`config.mk`:
```
export PLATFORM = sky130hd
export DESIGN_NAME = exec_controller
export DESIGN_NICKNAME = d
export VERILOG_FILES = /design/src/rtl/exec_controller.sv
export SDC_FILE = /design/constraint.sdc
export NUM_CORES = 1
export LEC_CHECK = 0
export BUFFER_PORTS_ARGS = -buffer_cell sky130_fd_sc_hd__buf_4
export CAP_MARGIN = 0
export CORE_MARGIN = 4
export CORE_UTILIZATION = 48
export CTS_BUF_LIST = sky130_fd_sc_hd__clkbuf_2
export DETAILED_ROUTE_END_ITERATION = 10
export HOLD_SLACK_MARGIN = 0.03
export PLACE_DENSITY = 0.9
export SLEW_MARGIN = 20
export SYNTH_ARGS = -nofsm -noshare
export SYNTH_HDL_FRONTEND = slang
export SYNTH_SLANG_ARGS = --single-unit
```
`constraint.sdc`:
```
create_clock -name clk -period 2.1 [get_ports clk]
set_input_delay 0.42 -clock clk [delete_from_list [all_inputs] [get_ports clk]]
set_output_delay 0.42 -clock clk [all_outputs]
set_load 0.02 [all_outputs]
```
`src/rtl/exec_controller.sv`:
```
// Run/step/halt execution controller for a single-cycle core: run switch, debounced step button, ebreak and breakpoint halting.
// Optional PC breakpoint support is compiled in when EXEC_CTRL_BREAKPOINT_EN is defined.
module exec_controller #(
  parameter int DEBOUNCE_CYCLES = 500000
) (
  input  logic        clk,
  input  logic        rst,
  input  logic        run_req,
  input  logic        step_btn,
  input  logic        bp_en,
  input  logic [31:0] bp_addr,
  input  logic [31:0] pc,
  input  logic [31:0] instr,
  output logic        cpu_en,
  output logic [1:0]  state,
  output logic        halted,
  output logic [31:0] retired
);

  localparam logic [31:0] EBREAK_INSTR = 32'h00100073;
  localparam int CNT_W = (DEBOUNCE_CYCLES > 1) ? $clog2(DEBOUNCE_CYCLES) : 1;
  localparam logic [CNT_W-1:0] CNT_LAST = CNT_W'(DEBOUNCE_CYCLES - 1);

  typedef enum logic [1:0] {
    IDLE = 2'b00,
    RUN  = 2'b01,
    STEP = 2'b10,
    HALT = 2'b11
  } state_t;

  state_t           cur_state;
  state_t           nxt_state;
  logic [1:0]       run_sync;
  logic [1:0]       step_sync;
  logic             run_s;
  logic             step_s;
  logic [CNT_W-1:0] db_cnt;
  logic             db_level;
  logic             step_pulse;
  logic             ebreak_hit;
  logic             bp_hit;

  // NOTE: every register here resets synchronously, so rst is only looked at inside the clocked branch.
  always_ff @(posedge clk) begin
    if (rst) begin
      run_sync  <= '0;
      step_sync <= '0;
    end else begin
      run_sync  <= {run_sync[0], run_req};
      step_sync <= {step_sync[0], step_btn};
    end
  end

  assign run_s  = run_sync[1];
  assign step_s = step_sync[1];

  // A level is accepted only after DEBOUNCE_CYCLES consecutive samples that differ from the current one.
  always_ff @(posedge clk) begin
    if (rst) begin
      db_cnt     <= '0;
      db_level   <= 1'b0;
      step_pulse <= 1'b0;
    end else begin
      step_pulse <= 1'b0;
      if (step_s == db_level) begin
        db_cnt <= '0;
      end else if (db_cnt == CNT_LAST) begin
        db_cnt     <= '0;
        db_level   <= step_s;
        step_pulse <= step_s;
      end else begin
        db_cnt <= db_cnt + CNT_W'(1);
      end
    end
  end

  assign ebreak_hit = (instr == EBREAK_INSTR);

`ifdef EXEC_CTRL_BREAKPOINT_EN
  logic bp_skip;

  assign bp_hit = bp_en && (pc == bp_addr) && !bp_skip;

  // Masks the breakpoint for the first enabled cycle after entering RUN, so a resume executes it once.
  always_ff @(posedge clk) begin
    if (rst) begin
      bp_skip <= 1'b0;
    end else if ((cur_state == IDLE) && run_s) begin
      bp_skip <= 1'b1;
    end else if (cpu_en) begin
      bp_skip <= 1'b0;
    end
  end
`else
  logic unused_bp;

  assign bp_hit    = 1'b0;
  assign unused_bp = bp_en ^ (^bp_addr) ^ (^pc);
`endif

  assign cpu_en = ((cur_state == RUN) && !ebreak_hit && !bp_hit) ||
                  ((cur_state == STEP) && !ebreak_hit);

  always_ff @(posedge clk) begin
    if (rst) begin
      cur_state <= IDLE;
    end else begin
      cur_state <= nxt_state;
    end
  end

  // NOTE: nxt_state gets its default before the case, so no path leaves it unassigned and no latch appears.
  always_comb begin
    nxt_state = cur_state;
    case (cur_state)
      IDLE: begin
        if (run_s) begin
          nxt_state = RUN;
        end else if (step_pulse) begin
          nxt_state = STEP;
        end
      end
      RUN: begin
        if (ebreak_hit || bp_hit) begin
          nxt_state = HALT;
        end else if (!run_s) begin
          nxt_state = IDLE;
        end
      end
      STEP: begin
        nxt_state = ebreak_hit ? HALT : IDLE;
      end
      HALT: begin
        if (!run_s) begin
          nxt_state = IDLE;
        end else if (step_pulse) begin
          nxt_state = STEP;
        end
      end
      default: nxt_state = IDLE;
    endcase
  end

  always_ff @(posedge clk) begin
    if (rst) begin
      retired <= '0;
    end else if (cpu_en) begin
      retired <= retired + 32'd1;
    end
  end

  assign state  = cur_state;
  assign halted = (cur_state == HALT);

endmodule

```
==> results of run 1 <==
[logic make-up after synthesis]
kind of cell	after synthesis	share of synthesized area, %
compound gates	68	14.9
xor+xnor	25	7.67
fa+ha+maj	6	2.63
buf+inv	27	3.99
flops	59	41.4
mux	3	1.10
simple gates	150	28.4
[metrics by stage]
| stage | setup TNS [ps] | instance area, um2 | instances |
|---|---|---|---|
| global route | -19.7 | 3760 | 505 |
| CTS | 0 | 3660 | 496 |
| floorplan | 0 | 2860 | 338 |
| detailed placement | -651 | 3500 | 478 |
| global placement | -43.2 | 3500 | 478 |
| finish | 0 | 3760 | 505 |
[registers in the layout, summed over array words and instances, names as in the netlist]
signal	count
db_cnt	19
db_level	1
retired	32
run_sync	2
state	2
step_pulse	1
step_sync	2
[worst reg2reg max path, cell delays in order (launching register included)]
cell	delay, ps
dfxtp_4	400
inv_4	80
ha_4	140
or2_4	130
buf_4	150
o2111ai_1	160
buf_6	190
or4_1	490
a21oi_1	180
[area by class of cell]
type | count | area (um2) | share of cell area, %
clock inverter | 5 | 77.6 | 2.06
multi-input combinational | 252 | 1590 | 42.2
sequential | 59 | 1190 | 31.6
timing repair buffer | 93 | 706 | 18.8
inverter | 13 | 53.8 | 1.43
tap | 72 | 90.1 | 2.40
clock buffer | 11 | 55.1 | 1.46
[cells in the final DEF, fill, tap and decap left out, types with 5 or more instances in the layout]
master     Yosys  routed
a21oi_1       27      27
buf_4          1      91
clkbuf_2       0      11
dfxtp_1       59      57
inv_1         13      10
nand2_1       18      18
nand3_1       17      17
nand4_1       13      13
nor2_1        42      42
nor2b_1        5       5
nor4_1         6       6
o2111ai_1      5       5
o211ai_1       5       5
o21ai_0       11      11
o31ai_1       12      12
or3_1         13      13
or4_1         12      12
xnor2_1       11      11
xor2_1        14      14
[report_power, final]
| group | total (mW) | leakage (nW) | switching [mW] | internal [mW] |
|---|---|---|---|---|
| Clock | 0.830 | 0.0819 | 0.430 | 0.400 |
| Sequential | 1.13 | 0.478 | 0.00711 | 1.13 |
| Combinational | 0.133 | 0.817 | 0.0582 | 0.0751 |
| Total | 2.10 | 1.38 | 0.495 | 1.60 |
[final timing paths]
kind	end	slack, ps
setup / recovery	cpu_en	50
hold / removal	run_sync[0]	110
setup reg to reg	retired[20]	100
hold reg to reg	db_cnt[0]	450
[metal layers]
metal | part of all wire, % | up-vias | global-route usage (%)
li1 | - | 1413 | -
met1 | 39 | 1340 | 22.1
met2 | 50 | 118 | 36.3
met3 | 8.7 | 18 | 6.41
met4 | 2.3 | 0 | 8.92
met5 | 0 | - | 0
[what timing repair did]
action / CTS / global route
resized for setup: 9 / 7
setup buffers: 2 / 9
cloned: 0 / 0
setup endpoints to repair: 2 / 4
pin swaps: 1 / 4
==> impl_summary.txt, run 1 <==
----------------------------------------------------
[Synth]
  Number of flops mapped to enable cells by yosys ... 0
  Post-synth top area cell ... dfxtp_1
  Most instantiated library cell after synthesis ... dfxtp_1
  Cell count after synthesis ... 338
  Post-Synthesis Cell Area ... 2860 um2
  Synthesized area per cell ... 8.45 um2
  Proportion of register bits with asynchronous set or reset after synthesis ... 0%
  List of most frequent post-synthesis cells ... 59 x dfxtp_1, 42 x nor2_1, 27 x a21oi_1
  Synth top area share ... 41.4%
  Synth area leaders ... dfxtp_1 41%, nor2_1 5.5%, a21oi_1 4.7%
  Unique masters post-synth ... 39
  Yosys Warn Count ... 0
  Seq/Total Area, Yosys ... 41.4%
  Leading register cell type out of synthesis ... dfxtp_1
  Synthesized netlist net count ... 445
  #FFs+latches synth ... 59

[Hold path]
  Hold Crit Depth ... 2
  Worst min-delay path category ... primary input to flop
  Start point of the worst min-delay path ... run_req

[Clocking]
  CTS clock-pin slew for the worst setup and hold paths ... 180 ps
  Clock insertion delay at the later pin of the skew report ... 500 ps
  Number of buffers added by the clock tree synthesis step ... 9
  Buffer levels on the longest clock path ... 2
  H-tree levels ... 3
  CTS sink cnt ... 59
  CTS root buffer ... clkbuf_2
  Hold-fix buffers, CTS ... 0
  TritonCTS clock tree ... built

[Drt]
  Average vias per placed instance ... 5.72
  Routed WL per cell ... 14.6 um
  Total wire length ... 7390 um
  Number of vias after detailed routing ... 2889
  Residual antenna-violating net count after detailed routing ... 0
  Iteration-0 DRC Markers ... 152
  First drt pass iteration count ... 4
  Drt drc ... 0

[Worst setup path]
  Critical path peak fanout ... 3
  Maximum single-stage delay on the critical path ... 420 ps
  Levels on crit path ... 6
  Worst path top cell family by delay ... flip-flops
  Critical path endpoint category ... primary output
  Launch point of the critical path ... state[0]
  Reg2reg start ... state[0]
  Arrival time worst endpoint ... 1630 ps
  Number of buffers and inverters on the critical path ... 3
  Data required time of the critical path ... 1680 ps
  Class of the most critical setup path ... flop to primary output
  Kind of start point of the critical path ... flop
  Logic depth of the worst register-to-register path ... 8
  Worst path cell trace ... inv_4 > ha_4 > or2_4 > o21ai_4 > inv_2 > buf_6
  Crit-path slowest cell ... dfxtp_4

[STA]
  Fin crit share ... 97.8%
  Worst-Margin Slew ... 459 ps
  Final Max Slew Viols ... 0
  Layout Skew ... 27.9 ps
  Worst-case setup margin in the final layout ... 45.4 ps
  Timing-limited maximum frequency ... 0.487 GHz
  Min Hold Slack ... 112 ps
  Min cycle time layout ... 2050 ps
  Hold Vio Cnt, Final ... 0
  Setup repair after global routing missed its margin ... true
  Count of endpoints failing setup in the final report ... 0
  Worst slew margin ... 69.4%

[Floorplanning]
  DIE AREA ... 7250 um2
  Initial Utilization ... 50.6%
  Overall die height ... 85.1 um
  Placement Rows ... 27
  Floorplan die width ... 85.1 um
  Number of ports placed on the die boundary ... 137
  Core area ... 5640 um2

[Power]
  Maximum VDD drop ... 0.000389 V
  Overall power consumption ... 2.10 mW
  Power Dens Cells ... 558 nW/um2
  LEAKAGE ... 1.38 nW

[Cells and area]
  Layout Utilization ... 66.6%
  Final net count ... 535
  Area Growth Syn to Fin ... 31.6%
  Antenna diode count ... 0
  Layout cell share with drive strength beyond 1 ... 28.6%
  Number of fill cells ... 458

[Placement]
  RePlAce Congestion ... 0.808
  Number of buffers inserted by port buffering ... 71
  Worst-case setup slack after placement ... -131 ps
  DP Wirelength ... 5250 um

[Global route]
  First-pass GRT wire length ... 12200 um
  Global route total overflow ... 0
  Number of global-route vias before repair ... 2752
  Maximum number of pins on one net before global-route repair ... 42
  Number of antenna violations at the first check in global routing ... 0
  GRT Resource Usage Total ... 20.4%

[Flow run]
  Max capacitance violation total ... 0

[Run status]
  Status ... finished, final reports clean

----------------------------------------------------
(Power assumes the default switching activity.)
==> run 2: changes to the inputs <==
Settings changed: CORE_MARGIN 4 to 1.
==> run 2 against run 1 <==
Net effect: utilization is 2.1 points lower; global-route usage is 1.9 points higher; combinational power decreased by 5%; count of clock-buffer cells in the layout down 1; maximum frequency rose by 1.5%; flip-flop and latch count stayed put; sequential share of layout area is 1.2 points higher; routed wire length fell by 11%; worst hold slack improved by 47 ps; worst setup slack better by 31 ps; sequential power hardly changed.
==> impl_summary.txt, run 2 (synthesis gave the netlist of run 1 again) <==
----------------------------------------------------
[Run status]
  Status ... finished, final reports clean

[Clocking]
  TritonCTS clock tree ... built
  Clock insertion delay at the later pin of the skew report ... 480 ps (-20 ps)
  CTS root buffer ... clkbuf_2
  Buffer levels on the longest clock path ... 2 (unchanged)
  CTS clock-pin slew for the worst setup and hold paths ... 160 ps (-20 ps)
  H-tree levels ... 3 (unchanged)
  CTS sink cnt ... 59 (unchanged)
  Number of buffers added by the clock tree synthesis step ... 9 (unchanged)
  Hold-fix buffers, CTS ... 0 (unchanged)

[STA]
  Worst-case setup margin in the final layout ... 76.1 ps (+30.7 ps)
  Fin crit share ... 96.4% (-1.5 points)
  Count of endpoints failing setup in the final report ... 0 (unchanged)
  Timing-limited maximum frequency ... 0.494 GHz (+1.5%)
  Setup repair after global routing missed its margin ... false
  Min Hold Slack ... 159 ps (+46.9 ps)
  Worst-Margin Slew ... 420 ps (-39.3 ps)
  Min cycle time layout ... 2020 ps (-30.7 ps)
  Final TNS setup ... 0 ps (unchanged)
  Worst slew margin ... 72.0% (+2.6 points)
  Hold Vio Cnt, Final ... 0 (unchanged)
  Layout Skew ... 20.1 ps (-7.77 ps)
  Final Max Slew Viols ... 0 (unchanged)

[Placement]
  DP Wirelength ... 4840 um (-7.6%)
  RePlAce Congestion ... 0.802 (-0.82%)
  Worst-case setup slack after placement ... 27.6 ps (+158 ps)
  Number of buffers inserted by port buffering ... 71 (unchanged)

[Cells and area]
  Commonest non-fill, non-tap cells in the layout ... 82 x buf_4, 57 x dfxtp_1, 42 x nor2_1
  Top Registers ... retired: 32 flops, db_cnt: 19 flops
  Final net count ... 525 (-1.9%)
  Largest reg by FF count ... retired
  Number of fill cells ... 479 (+4.6%)
  Most frequent standard cell in the layout excluding fill and tap cells ... buf_4
  Antenna diode count ... 0 (unchanged)
  Flip-flop count of the largest register after layout ... 32 (unchanged)
  Layout cell share with drive strength beyond 1 ... 26.1% (-2.6 points)
  Area Growth Syn to Fin ... 26.6%

[Worst setup path]
  Data required time of the critical path ... 1680 ps (about the same)
  Critical path endpoint category ... primary output
  Kind of start point of the critical path ... flop
  Arrival time worst endpoint ... 1600 ps (-30 ps)
  Critical path peak fanout ... 3 (unchanged)
  Class of the most critical setup path ... flop to primary output

[Drt]
  Total wire length ... 6580 um (-11%)
  Iteration-0 DRC Markers ... 209 (+38%)
  Average vias per placed instance ... 5.63 (-1.6%)
  Routed WL per cell ... 13.3 um (-9.0%)
  Drt drc ... 0 (unchanged)
  First drt pass iteration count ... 4 (unchanged)
  Number of vias after detailed routing ... 2782 (-3.7%)
  Residual antenna-violating net count after detailed routing ... 0 (unchanged)

[Flow run]
  Max capacitance violation total ... 0 (unchanged)

[Hold path]
  Worst min-delay path category ... primary input to flop

[Floorplanning]
  Initial Utilization ... 50.9% (+0.30 points)
  DIE AREA ... 6260 um2 (-14%)
  Overall die height ... 79.1 um (-7.0%)
  Number of ports placed on the die boundary ... 137 (unchanged)
  Floorplan die width ... 79.1 um (-7.0%)
  Placement Rows ... 27 (unchanged)
  Core area ... 5610 um2 (-0.60%)

[Power]
  Maximum VDD drop ... 0.000370 V (-4.9%)
  LEAKAGE ... 1.30 nW (-5.4%)
  Power Dens Cells ... 494 nW/um2 (-11%)

[Global route]
  First-pass GRT wire length ... 11100 um (-8.8%)
  Number of global-route vias before repair ... 2622 (-4.7%)
  Maximum number of pins on one net before global-route repair ... 42 (unchanged)
  GRT Resource Usage Total ... 22.3% (+1.9 points)
  Number of antenna violations at the first check in global routing ... 0 (unchanged)
  Global route total overflow ... 0 (unchanged)

----------------------------------------------------
-- run 2: cell count changes in the layout (fill, tap and decap cells not counted) --
cell,change
bufinv_16,-2
clkinvlp_4,-1
clkbuf_2,-1
clkinv_1,+3
buf_4,-9
inv_4,-1
inv_2,+1
buf_6,-1
-- run 2: path summary, 6_finish.rpt --
kind                                 start          end  slack (ps)  depth (start not counted)
worst max-delay path              state[1]       cpu_en          80                          6
worst min-delay path               run_req  run_sync[0]         160                          2
worst max register to register  retired[2]  retired[19]         200                          5
worst min register to register   db_cnt[0]    db_cnt[0]         450                          1
-- run 2: layer usage --
metal,GRT usage [%],up-vias,wire length [um]
met4,9.27,0,114
li1,-,1395,-
met2,40.7,96,3340
met3,5.86,14,432
met1,24.1,1277,2690
met5,0,-,0
-- run 2: cell type report --
cell class	instances	area [um2]	area share, %
clock inverters	5	21.3	0.588
clock buffers	10	50.0	1.38
multi-input cells	252	1590	43.9
repair buffers	83	627	17.3
flip-flops and latches	59	1190	32.9
well taps	72	90.1	2.49
inverters	13	51.3	1.42
-- run 2: what timing repair did --
action | CTS | global route
endpoints found under the setup margin | 1 | 1
pin swaps | 1 | 2
gates resized for setup | 8 | 6
buffers inserted | 2 | 1
-- run 2: critical path: stages, from the launching register on --
cell and delay [ps]:
dfxtp_4 410, inv_4 50, ha_4 160, or2_4 260, o21ai_4 80, inv_2 50, buf_6 120
-- run 2: where the power goes --
group	switching, mW	total (mW)	leakage [nW]	internal (mW)
sequential	0.00663	1.13	0.478	1.13
combinational	0.0561	0.127	0.770	0.0710
clock	0.388	0.527	0.0541	0.139
total	0.451	1.79	1.30	1.34
-- run 2: metrics by stage --
| stage | instances | utilization (%) | power (mW) | cell area [um2] |
|---|---|---|---|---|
| detailed placement | 476 | 62.1 | 1.28 | 3480 |
| finish | 494 | 64.5 | 1.79 | 3620 |
| global placement | 476 | 62.1 | 1.27 | 3480 |
| CTS | 493 | 64.0 | 1.80 | 3590 |
| floorplan | 338 | - | 1.21 | 2860 |
| global route | 494 | 64.5 | 1.87 | 3620 |
